<file path="src/rtl/trng_harvest_ctrl.sv">
`default_nettype none
// ============================================================================
//  Module   : trng_harvest_ctrl
//  Purpose  : Controls a metastability-based TRNG sampling core. It starts the
//             launch oscillator and throws away the first raw bits while the
//             oscillator settles. It then packs raw bits MSB-first into words
//             and offers each word on a valid/ready handshake. An optional
//             repetition-count health test can be compiled in; it locks the
//             block into FAULT until software clears the failure.
//  Build    : define TRNG_HEALTH_TEST_EN to compile in the repetition-count
//             health test. Without it, health_fail is tied low and clr_fail
//             is ignored.
//  Ports    : clk_in      - single clock, rising edge
//             rst_n       - asynchronous active-low reset
//             enable      - level request to harvest continuously
//             raw_bit     - registered entropy bit from the sampling core
//             osc_en      - oscillator run gate (1 = running)
//             rnd_data    - harvested word (first collected bit at MSB)
//             rnd_valid   - rnd_data is valid
//             rnd_ready   - consumer accepts the word
//             busy        - controller is not idle
//             health_fail - sticky health-test failure flag
//             clr_fail    - clears FAULT and health_fail
//  Revision : 1.0 - initial release
// ============================================================================
module trng_harvest_ctrl #(
  parameter int WORD_W        = 32,
  parameter int SETTLE_CYCLES = 4,
  parameter int REP_LIMIT     = 16
) (
  input  logic              clk_in,
  input  logic              rst_n,
  input  logic              enable,
  input  logic              raw_bit,
  output logic              osc_en,
  output logic [WORD_W-1:0] rnd_data,
  output logic              rnd_valid,
  input  logic              rnd_ready,
  output logic              busy,
  output logic              health_fail,
  input  logic              clr_fail
);

  localparam int               CNT_W       = $clog2(WORD_W + 1);
  localparam logic [CNT_W-1:0] LAST_IDX    = CNT_W'(WORD_W - 1);
  localparam logic [CNT_W-1:0] FULL_CNT    = CNT_W'(WORD_W);
  localparam logic [7:0]       SETTLE_LOAD = 8'(SETTLE_CYCLES);

  typedef enum logic [2:0] {
    ST_IDLE    = 3'd0,
    ST_SETTLE  = 3'd1,
    ST_COLLECT = 3'd2,
    ST_HOLD    = 3'd3,
    ST_FAULT   = 3'd4
  } state_t;

  state_t            state;
  logic [7:0]        settle_cnt;
  logic [CNT_W-1:0]  bit_cnt;
  logic [WORD_W-1:0] shift_reg;
  logic [WORD_W-1:0] next_word;

  // Word as it will look once this cycle's raw bit is shifted in.
  assign next_word = {shift_reg[WORD_W-2:0], raw_bit};
  assign busy      = (state != ST_IDLE);

`ifdef TRNG_HEALTH_TEST_EN
  localparam logic [7:0] REP_MAX = 8'(REP_LIMIT);

  logic [7:0] run_cnt;
  logic       last_bit;
  logic       health_trip;

  // The run length already reached with earlier bits decides the trip. The
  // bit that arrives in the same cycle as the trip is dropped with the word.
  assign health_trip = (run_cnt == REP_MAX);
`else
  logic [8:0] unused_cfg;
  assign unused_cfg  = {clr_fail, 8'(REP_LIMIT)};
  assign health_fail = 1'b0;
`endif

  always_ff @(posedge clk_in or negedge rst_n) begin
    if (!rst_n) begin
      state      <= ST_IDLE;
      osc_en     <= 1'b0;
      rnd_valid  <= 1'b0;
      rnd_data   <= '0;
      settle_cnt <= '0;
      bit_cnt    <= '0;
      shift_reg  <= '0;
`ifdef TRNG_HEALTH_TEST_EN
      health_fail <= 1'b0;
      run_cnt     <= '0;
      last_bit    <= 1'b0;
`endif
    end else begin
      case (state)
        ST_IDLE: begin
          if (enable) begin
            state      <= ST_SETTLE;
            osc_en     <= 1'b1;
            settle_cnt <= SETTLE_LOAD;
`ifdef TRNG_HEALTH_TEST_EN
            run_cnt    <= '0;
`endif
          end
        end

        ST_SETTLE: begin
          if (!enable) begin
            state      <= ST_IDLE;
            osc_en     <= 1'b0;
            settle_cnt <= '0;
          end else if (settle_cnt == 8'd1) begin
            // The counter holds the number of settle cycles still to go,
            // including this one.
            state      <= ST_COLLECT;
            settle_cnt <= '0;
            bit_cnt    <= '0;
            shift_reg  <= '0;
          end else begin
            settle_cnt <= settle_cnt - 8'd1;
          end
        end

        ST_COLLECT: begin
`ifdef TRNG_HEALTH_TEST_EN
          if (health_trip) begin
            state       <= ST_FAULT;
            osc_en      <= 1'b0;
            health_fail <= 1'b1;
            bit_cnt     <= '0;
            shift_reg   <= '0;
          end else
`endif
          if (!enable) begin
            state     <= ST_IDLE;
            osc_en    <= 1'b0;
            bit_cnt   <= '0;
            shift_reg <= '0;
          end else begin
            shift_reg <= next_word;
`ifdef TRNG_HEALTH_TEST_EN
            last_bit  <= raw_bit;
            if ((run_cnt == 8'd0) || (raw_bit != last_bit)) begin
              run_cnt <= 8'd1;
            end else if (run_cnt != 8'hFF) begin
              run_cnt <= run_cnt + 8'd1;
            end
`endif
            if (bit_cnt == LAST_IDX) begin
              state     <= ST_HOLD;
              rnd_data  <= next_word;
              rnd_valid <= 1'b1;
              bit_cnt   <= FULL_CNT;
            end else begin
              bit_cnt <= bit_cnt + 1'b1;
            end
          end
        end

        ST_HOLD: begin
          // The word is not retracted when enable drops. Only the handshake
          // leaves HOLD.
          if (rnd_ready) begin
            rnd_valid <= 1'b0;
            bit_cnt   <= '0;
            shift_reg <= '0;
            if (enable) begin
              state <= ST_COLLECT;
            end else begin
              state  <= ST_IDLE;
              osc_en <= 1'b0;
            end
          end
        end

        ST_FAULT: begin
`ifdef TRNG_HEALTH_TEST_EN
          if (clr_fail) begin
            state       <= ST_IDLE;
            health_fail <= 1'b0;
          end
`else
          state <= ST_IDLE;
`endif
        end

        default: begin
          state     <= ST_IDLE;
          osc_en    <= 1'b0;
          rnd_valid <= 1'b0;
        end
      endcase
    end
  end

endmodule
`default_nettype wire
</file>
<file path="config.mk">
export PLATFORM = sky130hd
export DESIGN_NAME = trng_harvest_ctrl
export DESIGN_NICKNAME = d
export VERILOG_FILES = /design/src/rtl/trng_harvest_ctrl.sv
export SDC_FILE = /design/constraint.sdc
export NUM_CORES = 1
export LEC_CHECK = 0
export CORE_MARGIN = 5
export CORE_UTILIZATION = 47
export CTS_CLUSTER_DIAMETER = 50
export DETAILED_ROUTE_END_ITERATION = 10
export PLACE_DENSITY = 0.79
export SLEW_MARGIN = 25
export SYNTH_ARGS = -nofsm -noshare
export SYNTH_HDL_FRONTEND = slang
export SYNTH_SLANG_ARGS = --single-unit
</file>
<file path="constraint.sdc">
create_clock -name clk_in -period 2.5 [get_ports clk_in]
set_input_delay 0.75 -clock clk_in [delete_from_list [all_inputs] [get_ports clk_in]]
set_output_delay 0.75 -clock clk_in [all_outputs]
set_load 0.01 [all_outputs]
</file>
==> results of run 1 <==
-- stage by stage --
stage | total power, mW | setup slack (ns) | hold slack [ns] | std cells | area, sq um
after floorplan | 1.89 | 0.430 | 0.445 | 245 | 3270
after global placement | 2.02 | 0.133 | 0.462 | 374 | 3780
after detailed placement | 2.04 | 0.114 | 0.475 | 374 | 3780
after CTS | 3.12 | 0.116 | 0.373 | 390 | 4010
after global routing | 3.27 | 0.0290 | 0.385 | 390 | 4010
final | 3.08 | 0.144 | 0.364 | 390 | 4010
-- power by group --
| part | switching (mW) | internal, mW | total [mW] |
|---|---|---|---|
| combinational | 0.286 | 0.230 | 0.516 |
| clock | 0.467 | 0.597 | 1.06 |
| sequential | 0.103 | 1.40 | 1.50 |
-- cells by family after synthesis --
kind of cell | after synthesis | share of synthesized area (%)
and+or+nand+nor | 40 | 6.70
AOI/OAI and AO/OA | 61 | 13.8
xor gates and xnor gates | 5 | 1.34
other | 1 | 0.115
buffers and inverters | 21 | 3.63
DFF | 81 | 62.0
muxes | 33 | 11.3
adders and majority gates | 3 | 1.15
-- area by class of cell --
cell class              instances  area, sq um
well taps                      96          120
repair buffers                 48          480
clock buffers                  11          141
fillers                       548         2790
flip-flops and latches         81         2030
multi-input cells             143         1130
inverters                       6         22.5
clock inverters                 5         86.3
-- routing by layer --
layer  vias to the layer above  GRT usage, %  routed length [microns]
met1                      1075          21.6                     2810
li1                        980             -                        -
met3                         4          3.86                      173
met2                        24          22.3                     2850
met4                         0          6.59                       67
met5                         -             0                        0
-- worst paths after layout --
path / from / cells past startpoint / endpoint / slack [ns]
setup / recovery: state[0] / 3 / busy / 0.14
hold / removal: rst_n / 1 / rnd_data[30] / 0.36
setup reg to reg: settle_cnt[5] / 5 / bit_cnt[3] / 0.36
hold reg to reg: rnd_valid / 1 / rnd_valid / 0.49
max in group asynchronous: rst_n / 2 / shift_reg[7] / 1.52
min in group clk_in: rnd_valid / 1 / rnd_valid / 0.49
-- cells in the mapped netlist, types with 2 or more instances --
cell type   n  area, sq um
nor3_1      5         25.0
nand2b_1    3         18.8
nor2_1      9         33.8
nand3_1     6         30.0
ha_1        3         37.5
buf_6       4         45.0
inv_1       6         22.5
nand3b_1    3         22.5
a22o_1     33          289
buf_2       5         25.0
o21ai_0    12         60.1
nand2_1     6         22.5
a21oi_1     6         30.0
xnor2_1     5         43.8
a31oi_1     3         18.8
clkbuf_1    5         18.8
dfrtp_1    81         2030
mux2_2     32          360
o21a_1      2         15.0
-- worst max-delay path, cell delays in order (launching register included) --
cell             delay [ns]
dfrtp_1                0.46
inv_1                  0.15
nand2_1                0.12
clkdlybuf4s50_1        0.54
==> impl_metrics.sql, run 1 <==
INSERT INTO impl_metrics (metric_group, metric, value, unit) VALUES
('timing', 'setup_viol', '0', ''),
('drt', 'drt_wl_total', '5890', 'microns'),
('die', 'design.core.area', '6790', 'sq um'),
('yosys', 'ys_warn_count', '0', ''),
('cts', 'cts_hold_buffers', '0', ''),
('drt', 'drc', '0', ''),
('final_layout', 'drive_gt1_share', '20.4', '%'),
('pwr', 'power.density', '769', 'nW/um^2'),
('final_layout', 'num_antenna_cells', '0', ''),
('run_status', 'run_status', 'finished clean', ''),
('pwr', 'power.static_leakage', '1.88', 'nW'),
('timing', 'fmax', '0.425', 'GHz'),
('setup_path', 'timing.critical_path.fanout_max', '8', ''),
('cts', 'post_cts_resized', '0', ''),
('setup_path', 'setup.worst_path.class', 'reg2out', ''),
('timing', 'finClkSkew', '0.0134', 'ns'),
('yosys', 'synthDistinctLibCells', '35', ''),
('timing', 'final_max_slew_viol_count', '0', ''),
('drt', 'routed-via-count', '2083', ''),
('timing', 'finalSetupTns', '0', 'ns'),
('place', 'numPortBuffers', '39', ''),
('drt', 'antenna_left', '0', ''),
('yosys', 'number_of_enable_type_register_cells_in_the_synthesized_netlist', '0', ''),
('setup_path', 'worstPathArrival', '1.61', 'ns'),
('final_layout', 'finalNetCount', '298', ''),
('global_routing', 'antenna_found_initial', '0', ''),
('timing', 'post_layout_minimum_cycle_time', '2.36', 'ns'),
('cts', 'clk_pin_slew', '0.08', 'ns'),
('yosys', 'synth-async-reset-ratio', '100', '%'),
('global_routing', 'grt_start_max_net_pins', '44', ''),
('timing', 'layout_worst_path_cycle_share', '94.2', '%'),
('final_layout', 'layout_commonest_cell', 'dfrtp_1', ''),
('yosys', 'post_synth_inst_count', '245', ''),
('cts', 'post_cts.repair.setup_buffers', '0', ''),
('yosys', 'synth-seq-cells', '81', ''),
('cts', 'tritoncts_num_sinks', '81', ''),
('cts', 'tritoncts.num_buffers', '9', ''),
('cts', 'tritoncts', 'done', ''),
('place', 'detailed_place_hpwl', '3880', 'microns'),
('die', 'floorplan.die.height', '93.4', 'microns'),
('die', 'floorplan.die.width', '93.4', 'microns'),
('global_routing', 'grt_pass1_vias', '2151', ''),
('die', 'ios', '42', ''),
('worst_hold_path', 'path_category_of_the_worst_min_delay_check', 'in2async', ''),
('drt', 'drt_pre_antenna_iters', '4', ''),
('yosys', 'synthesis.area', '3270', 'sq um'),
('timing', 'grt_setup_unrepaired', 'no', ''),
('die', 'dieArea', '8730', 'sq um'),
('yosys', 'register_area_share_after_synthesis', '62.0', '%'),
('cts', 'clock_tree.root_cell', 'clkbuf_8', ''),
('global_routing', 'globalRoute.totalOverflow', '0', ''),
('drt', 'wl_per_cell', '15.1', 'microns'),
('setup_path', 'worst-endpoint-required', '1.75', 'ns'),
('timing', 'maxSlewHeadroom', '63.8', '%'),
('yosys', 'postSynthNetCount', '254', ''),
('yosys', 'synth-main-ff-cell', 'dfrtp_1', ''),
('place', 'gp_routability_congestion', '0.762', ''),
('final_layout', 'syn_to_final_growth', '22.5', '%'),
('cts', 'cts-htree-levels', '3', ''),
('cts', 'clock_insertion_delay_worst_skew', '0.35', 'ns'),
('flow_run', 'drv.max_cap_violation_count', '0', ''),
('final_layout', 'utilization', '59.0', '%'),
('pwr', 'vdd_ir_drop_max', '385', 'uV'),
('drt', 'drt_iter0_drc', '157', ''),
('timing', 'timing.final.hold_violations', '0', ''),
('cts', 'max-clock-path-buffers', '2', ''),
('final_layout', 'layout_common_cells', 'dfrtp_1 (81), clkdlybuf4s50_1 (38), a22o_1 (33), mux2_2 (32), o21ai_0 (12)', ''),
('timing', 'tightest_slew', '0.541', 'ns'),
('global_routing', 'track_usage', '15.3', '%'),
('global_routing', 'wire_length_of_the_first_global_routing_pass', '10500', 'microns'),
('die', 'floorplan.initialDensity', '48.1', '%'),
('setup_path', 'critical_path.endpoint_type', 'output pin', ''),
('setup_path', 'cp-start-kind', 'register', ''),
('final_layout', 'largest_register_ffs', '32', ''),
('die', 'placement_rows', '30', ''),
('drt', 'average_vias_per_placed_instance', '5.34', ''),
('yosys', 'synth_area_per_cell', '13.3', 'sq um');
No activity file was read; power rests on OpenSTA's default activity.
==> run 2, diff against run 1 <==
- CTS_CLUSTER_DIAMETER: 50 -> not set
==> results of run 2 <==
Same layout as run 1: the final DEF is identical, and so are final timing and power.
==> variant 1, RTL diff (flow settings as in run 1) <==
Change the parameter `WORD_W` from 32 to 128.
--- a/src/rtl/trng_harvest_ctrl.sv
+++ b/src/rtl/trng_harvest_ctrl.sv
@@ -24,7 +24,7 @@
 //  Revision : 1.0 - initial release
 // ============================================================================
 module trng_harvest_ctrl #(
-  parameter int WORD_W        = 32,
+  parameter int WORD_W        = 128,
   parameter int SETTLE_CYCLES = 4,
   parameter int REP_LIMIT     = 16
 ) (
Interface: changed (resized rnd_data); port bits go from 42 to 138. The function was not compared with the original's and may differ.
==> variant 1 against run 1 <==
- area after synthesis rose to 3.3 times the old value
- cell area rose to 3.4 times the old value
- worst setup slack worse by 0.014 ns
- sequential cell count up 194
- power rose to 3.1 times the old value
- non-clock buffer count up 123
- die area rose to 3.0 times the old value
- wire length rose to 3.5 times the old value
- largest cell class unchanged
==> variant 1: results (changes against run 1) <==
| Metric | Value |
|---|---|
| Worst r2r dst | `rnd_data[35]$_DFFE_PN0P_` |
| Synth Area in Compound Gates | `0.124 (-0.0137)` |
| WL final | `20800 um (+250%)` |
| Fin crit period | `2.37 ns (+0.0143 ns)` |
| Iter 0 DRT Violations | `396 (+150%)` |
| Share of cells above drive strength 1 | `0.251 (+0.0465)` |
| Final net count | `838 (+180%)` |
| GPL Wtd Cong | `0.758 (-0.52%)` |
| Clock skew | `0.0127 ns (-0.000622 ns)` |
| Clk root buf | `clkbuf_16` |
| Internal | `7400 uW (+230%)` |
| Top cells by count, synth | `dfrtp_1, a22o_1, mux2_4` |
| Seq pwr share | `0.476 (-0.011)` |
| CTS buffer count | `29 (+20)` |
| Drt via density | `5.39 (+0.89%)` |
| Htree depth | `1 (-2)` |
| Largest net degree at the start of global routing | `73 (+66%)` |
| Worst r2r src | `state[0]$_DFFE_PN0P_` |
| Synth top area cells | `dfrtp_1, mux2_4, a22o_1` |
| Syn_nets | `683 (+170%)` |
| I/O Buffers | `135 (+250%)` |
| Synth warnings | `0 (unchanged)` |
| Crit-path max FO | `6 (-2)` |
| Worst R2R Setup Slack | `0.46 ns (+0.10 ns)` |
| Clk slew on worst S/H paths | `0.06 ns (-0.02 ns)` |
| Max reg flops | `128 (+300%)` |
| Syn_area_per_cell | `16.1 um^2 (+20%)` |
| Insertion delay to the later sink of the worst-skew pair | `0.53 ns (+0.18 ns)` |
| Post-Synth XOR/XNOR Area | `0.00404 (-0.00935)` |
| Comb power | `806 uW (+56%)` |
| Maximum VDD drop | `0.532 mV (+38%)` |
| Post-synthesis sequential area ratio | `0.635 (+0.0157)` |
| Global-route usage over all layers | `0.160 (+0.00722)` |
| Bufs on Longest Clock Path | `3 (+1)` |
| Post-Place Cell Area | `12600 um^2 (+230%)` |
| Pwr/cell area | `714 nW/um^2 (-7.1%)` |
| Cells on worst reg2reg path | `7 (+2)` |
| Slew HR | `0.591 (-0.0473)` |
| Fillers | `1661 (+200%)` |
| Hold_ws | `0.139 ns (-0.226 ns)` |
| Proportion of synthesized area in mux cells | `0.168 (+0.0545)` |
| Crit path from | `state[0]$_DFFE_PN0P_` |
| Placement Setup Slack | `-0.140 ns (-0.254 ns)` |
| Total negative slack | `0 ns (unchanged)` |
| DPL Wire Length | `13400 um (+250%)` |
| Outcome | `finished clean` |
| Initial antenna violation count | `0 (unchanged)` |
| P_leak | `0.00640 uW (+240%)` |
| Post-Synth Adder-Cell Area | `0.00347 (-0.00801)` |
| Post-Layout Cell Count | `1135 (+190%)` |
| Post-synth cell types | `44 (+26%)` |
| First-pass GRT wire length | `35000 um (+230%)` |
| Vias in the first global route | `6436 (+200%)` |
variant 1: per-layer routing:
layer / wire, um / GRT usage / vias to the layer above
met1: 9710 / 0.230 / 3118
met4: 456 / 0.0346 / 0
met5: 0 / 0 / -
met2: 9570 / 0.252 / 154
met3: 1080 / 0.0360 / 36
li1: - / - / 2808
variant 1: timing repair:
item	in CTS	in global routing
gates resized for setup	0	1
setup buffers	0	0
setup endpoints to repair	0	1
hold buffers	0	0
variant 1: layout make-up:
| type | count | area [um^2] | area share |
|---|---|---|---|
| Clock buffer | 40 | 847 | 0.0626 |
| Tap cell | 285 | 357 | 0.0263 |
| Clock inverter | 12 | 129 | 0.00952 |
| Inverter | 7 | 26.3 | 0.00194 |
| Timing Repair Buffer | 171 | 1780 | 0.131 |
| Sequential cell | 275 | 6880 | 0.508 |
| Multi-Input combinational cell | 345 | 3520 | 0.260 |
variant 1: critical path, cell delays in order (launching register included):
cell and delay, ns:
dfrtp_1 0.36, inv_2 0.07, nand2_1 0.09, clkdlybuf4s50_1 0.56
==> variant 2, RTL diff (flow settings as in run 1) <==
Made on the original files. Reset style: synchronous (`rst_n`), changed in one clocked block. Comments in the files are not updated.
--- a/src/rtl/trng_harvest_ctrl.sv
+++ b/src/rtl/trng_harvest_ctrl.sv
@@ -80,7 +80,7 @@
   assign health_fail = 1'b0;
 `endif
 
-  always_ff @(posedge clk_in or negedge rst_n) begin
+  always_ff @(posedge clk_in) begin
     if (!rst_n) begin
       state      <= ST_IDLE;
       osc_en     <= 1'b0;
Behaviour: differs if rst_n is asserted again (counterexample within 4 cycles, from zero or initial values and one cycle with rst_n low); with rst_n held inactive, the same outputs for 10 cycles.
==> variant 2 against run 1 <==
- global-route usage is essentially flat
- sequential cell count did not move
- wire length up 4.2%
- highest routed layer unchanged
- first-iteration DRC count decreased by 55%
- cell area up 0.78%
- area after synthesis rose by 2.1%
- die area increased by 1.8%
- worst setup slack improved by 0.059 ns
- final cell count grew 28%
- critical path depth unchanged
Power is not compared: it rests on default switching activity, and its combinational part moved more than twofold at a synthesized area within 25%.
==> variant 2: results (changes against run 1) <==
| Metric | Value |
|---|---|
| Outcome | `finished clean` |
| GR Util met1 | `0.195 (-0.0209)` |
| Syn_area_per_cell | `9.25 um^2 (-31%)` |
| Worst R2R Setup Slack | `0.76 ns (+0.40 ns)` |
| Post-Synth Adder-Cell Area | `0.0112 (-0.000232)` |
| Vias in the first global route | `2472 (+15%)` |
| Hold Crit Class | `flip-flop to flip-flop` |
| Clk tree area frac | `0.0520 (-0.00478)` |
| DR WL/cell | `12.3 um (-18%)` |
| Synth warnings | `0 (unchanged)` |
| Cells on worst reg2reg path | `6 (+1)` |
| Worst r2r dst | `rnd_data[5]$_SDFFE_PN0P_` |
| Fillers | `628 (+15%)` |
| GPL Wtd Cong | `0.838 (+9.9%)` |
| Top cells by count, synth | `dfxtp_1, nand2_1, nor2b_1` |
| Multi-input gates | `249 (+74%)` |
| Placement Setup Slack | `-0.00368 ns (-0.117 ns)` |
| Seq/total area | `0.402 (-0.104)` |
| Syn_nets | `370 (+46%)` |
| Proportion of synthesized area in mux cells | `0.00600 (-0.107)` |
| Synth async-reset ratio | `0 (-1.00)` |
| Share of cells above drive strength 1 | `0.102 (-0.102)` |
| Global-route usage over all layers | `0.153 (about the same)` |
| Met2 GRT Util | `0.251 (+0.0278)` |
| Inverters | `5 (-1)` |
| Initial antenna violation count | `0 (unchanged)` |
| Buffering overhead | `0.127 (+0.00713)` |
| Critical path arrival | `1.55 ns (-0.06 ns)` |
| Post-Place Cell Area | `3830 um^2 (+1.3%)` |
| Post-synthesis sequential area ratio | `0.486 (-0.134)` |
| Largest net degree at the start of global routing | `37 (-16%)` |
| Post-Synth XOR/XNOR Area | `0.0131 (-0.000271)` |
| Met3 Track Usage GR | `0.0240 (-0.0146)` |
| First-pass GRT wire length | `10900 um (+3.7%)` |
| DPL Wire Length | `4080 um (+5.1%)` |
| Metal2 WL | `2880 um (+1.2%)` |
| Slew HR | `0.628 (-0.0105)` |
| Drt via density | `5.16 (-3.3%)` |
| Synth top area cells | `dfxtp_1, nand2_1, a22oi_1` |
| Post-synth cell types | `44 (+26%)` |
| Iter 0 DRT Violations | `71 (-55%)` |
| Placed Instances | `482 (+29%)` |
| Crit path from | `state[0]$_SDFFE_PN0P_` |
| Multi-input combinational area share | `0.385 (+0.103)` |
| Worst r2r src | `bit_cnt[0]$_SDFFE_PN0P_` |
| Clock skew | `0.0121 ns (-0.00127 ns)` |
| Synth Area in Compound Gates | `0.204 (+0.0666)` |
| Final net count | `406 (+36%)` |
| Core area | `6870 um^2 (+1.1%)` |
| P_leak | `0.00135 uW` |
| WL met1 | `2930 um (+4.2%)` |
| Crit-path max FO | `11 (+3)` |
| Htree depth | `3 (unchanged)` |
| Fin crit period | `2.30 ns (-0.0586 ns)` |
| Footprint of the multi-input gates | `1550 um^2 (+38%)` |
| Clkbuf count | `9 (-2)` |
## variant 2: cell types whose count changed in the layout (fill, tap and decap cells not counted), sizes merged, moves of 3 or more
cell           run 1  this run
a22o              33         0
nor2b              1        33
a21boi             0        35
buf               10        13
a31oi              3         0
dfrtp             81         0
dfxtp              0        81
nand2              6        75
a22oi              0        32
mux2              32         0
## variant 2: worst max-delay path, cell delays in order, from the launching register on
cell and delay [ns]:
dfxtp_2 0.44, inv_1 0.11, nand2_1 0.11, clkdlybuf4s50_1 0.54
## variant 2: kinds of logic after synthesis
family	Yosys count
AO/OA/AOI/OAI	92
XOR/XNOR	5
adder cells (fa/ha/maj)	3
buffers and inverters	31
flip-flops	81
multiplexers	2
other	1
AND/OR/NAND/NOR	146
## variant 2: report_power, final
part	switching (uW)	leakage, uW	internal (uW)
registers	28.9	0.000654	1310
clock network	508	0.000104	482
logic	108	0.000593	111
total	645	0.00135	1900
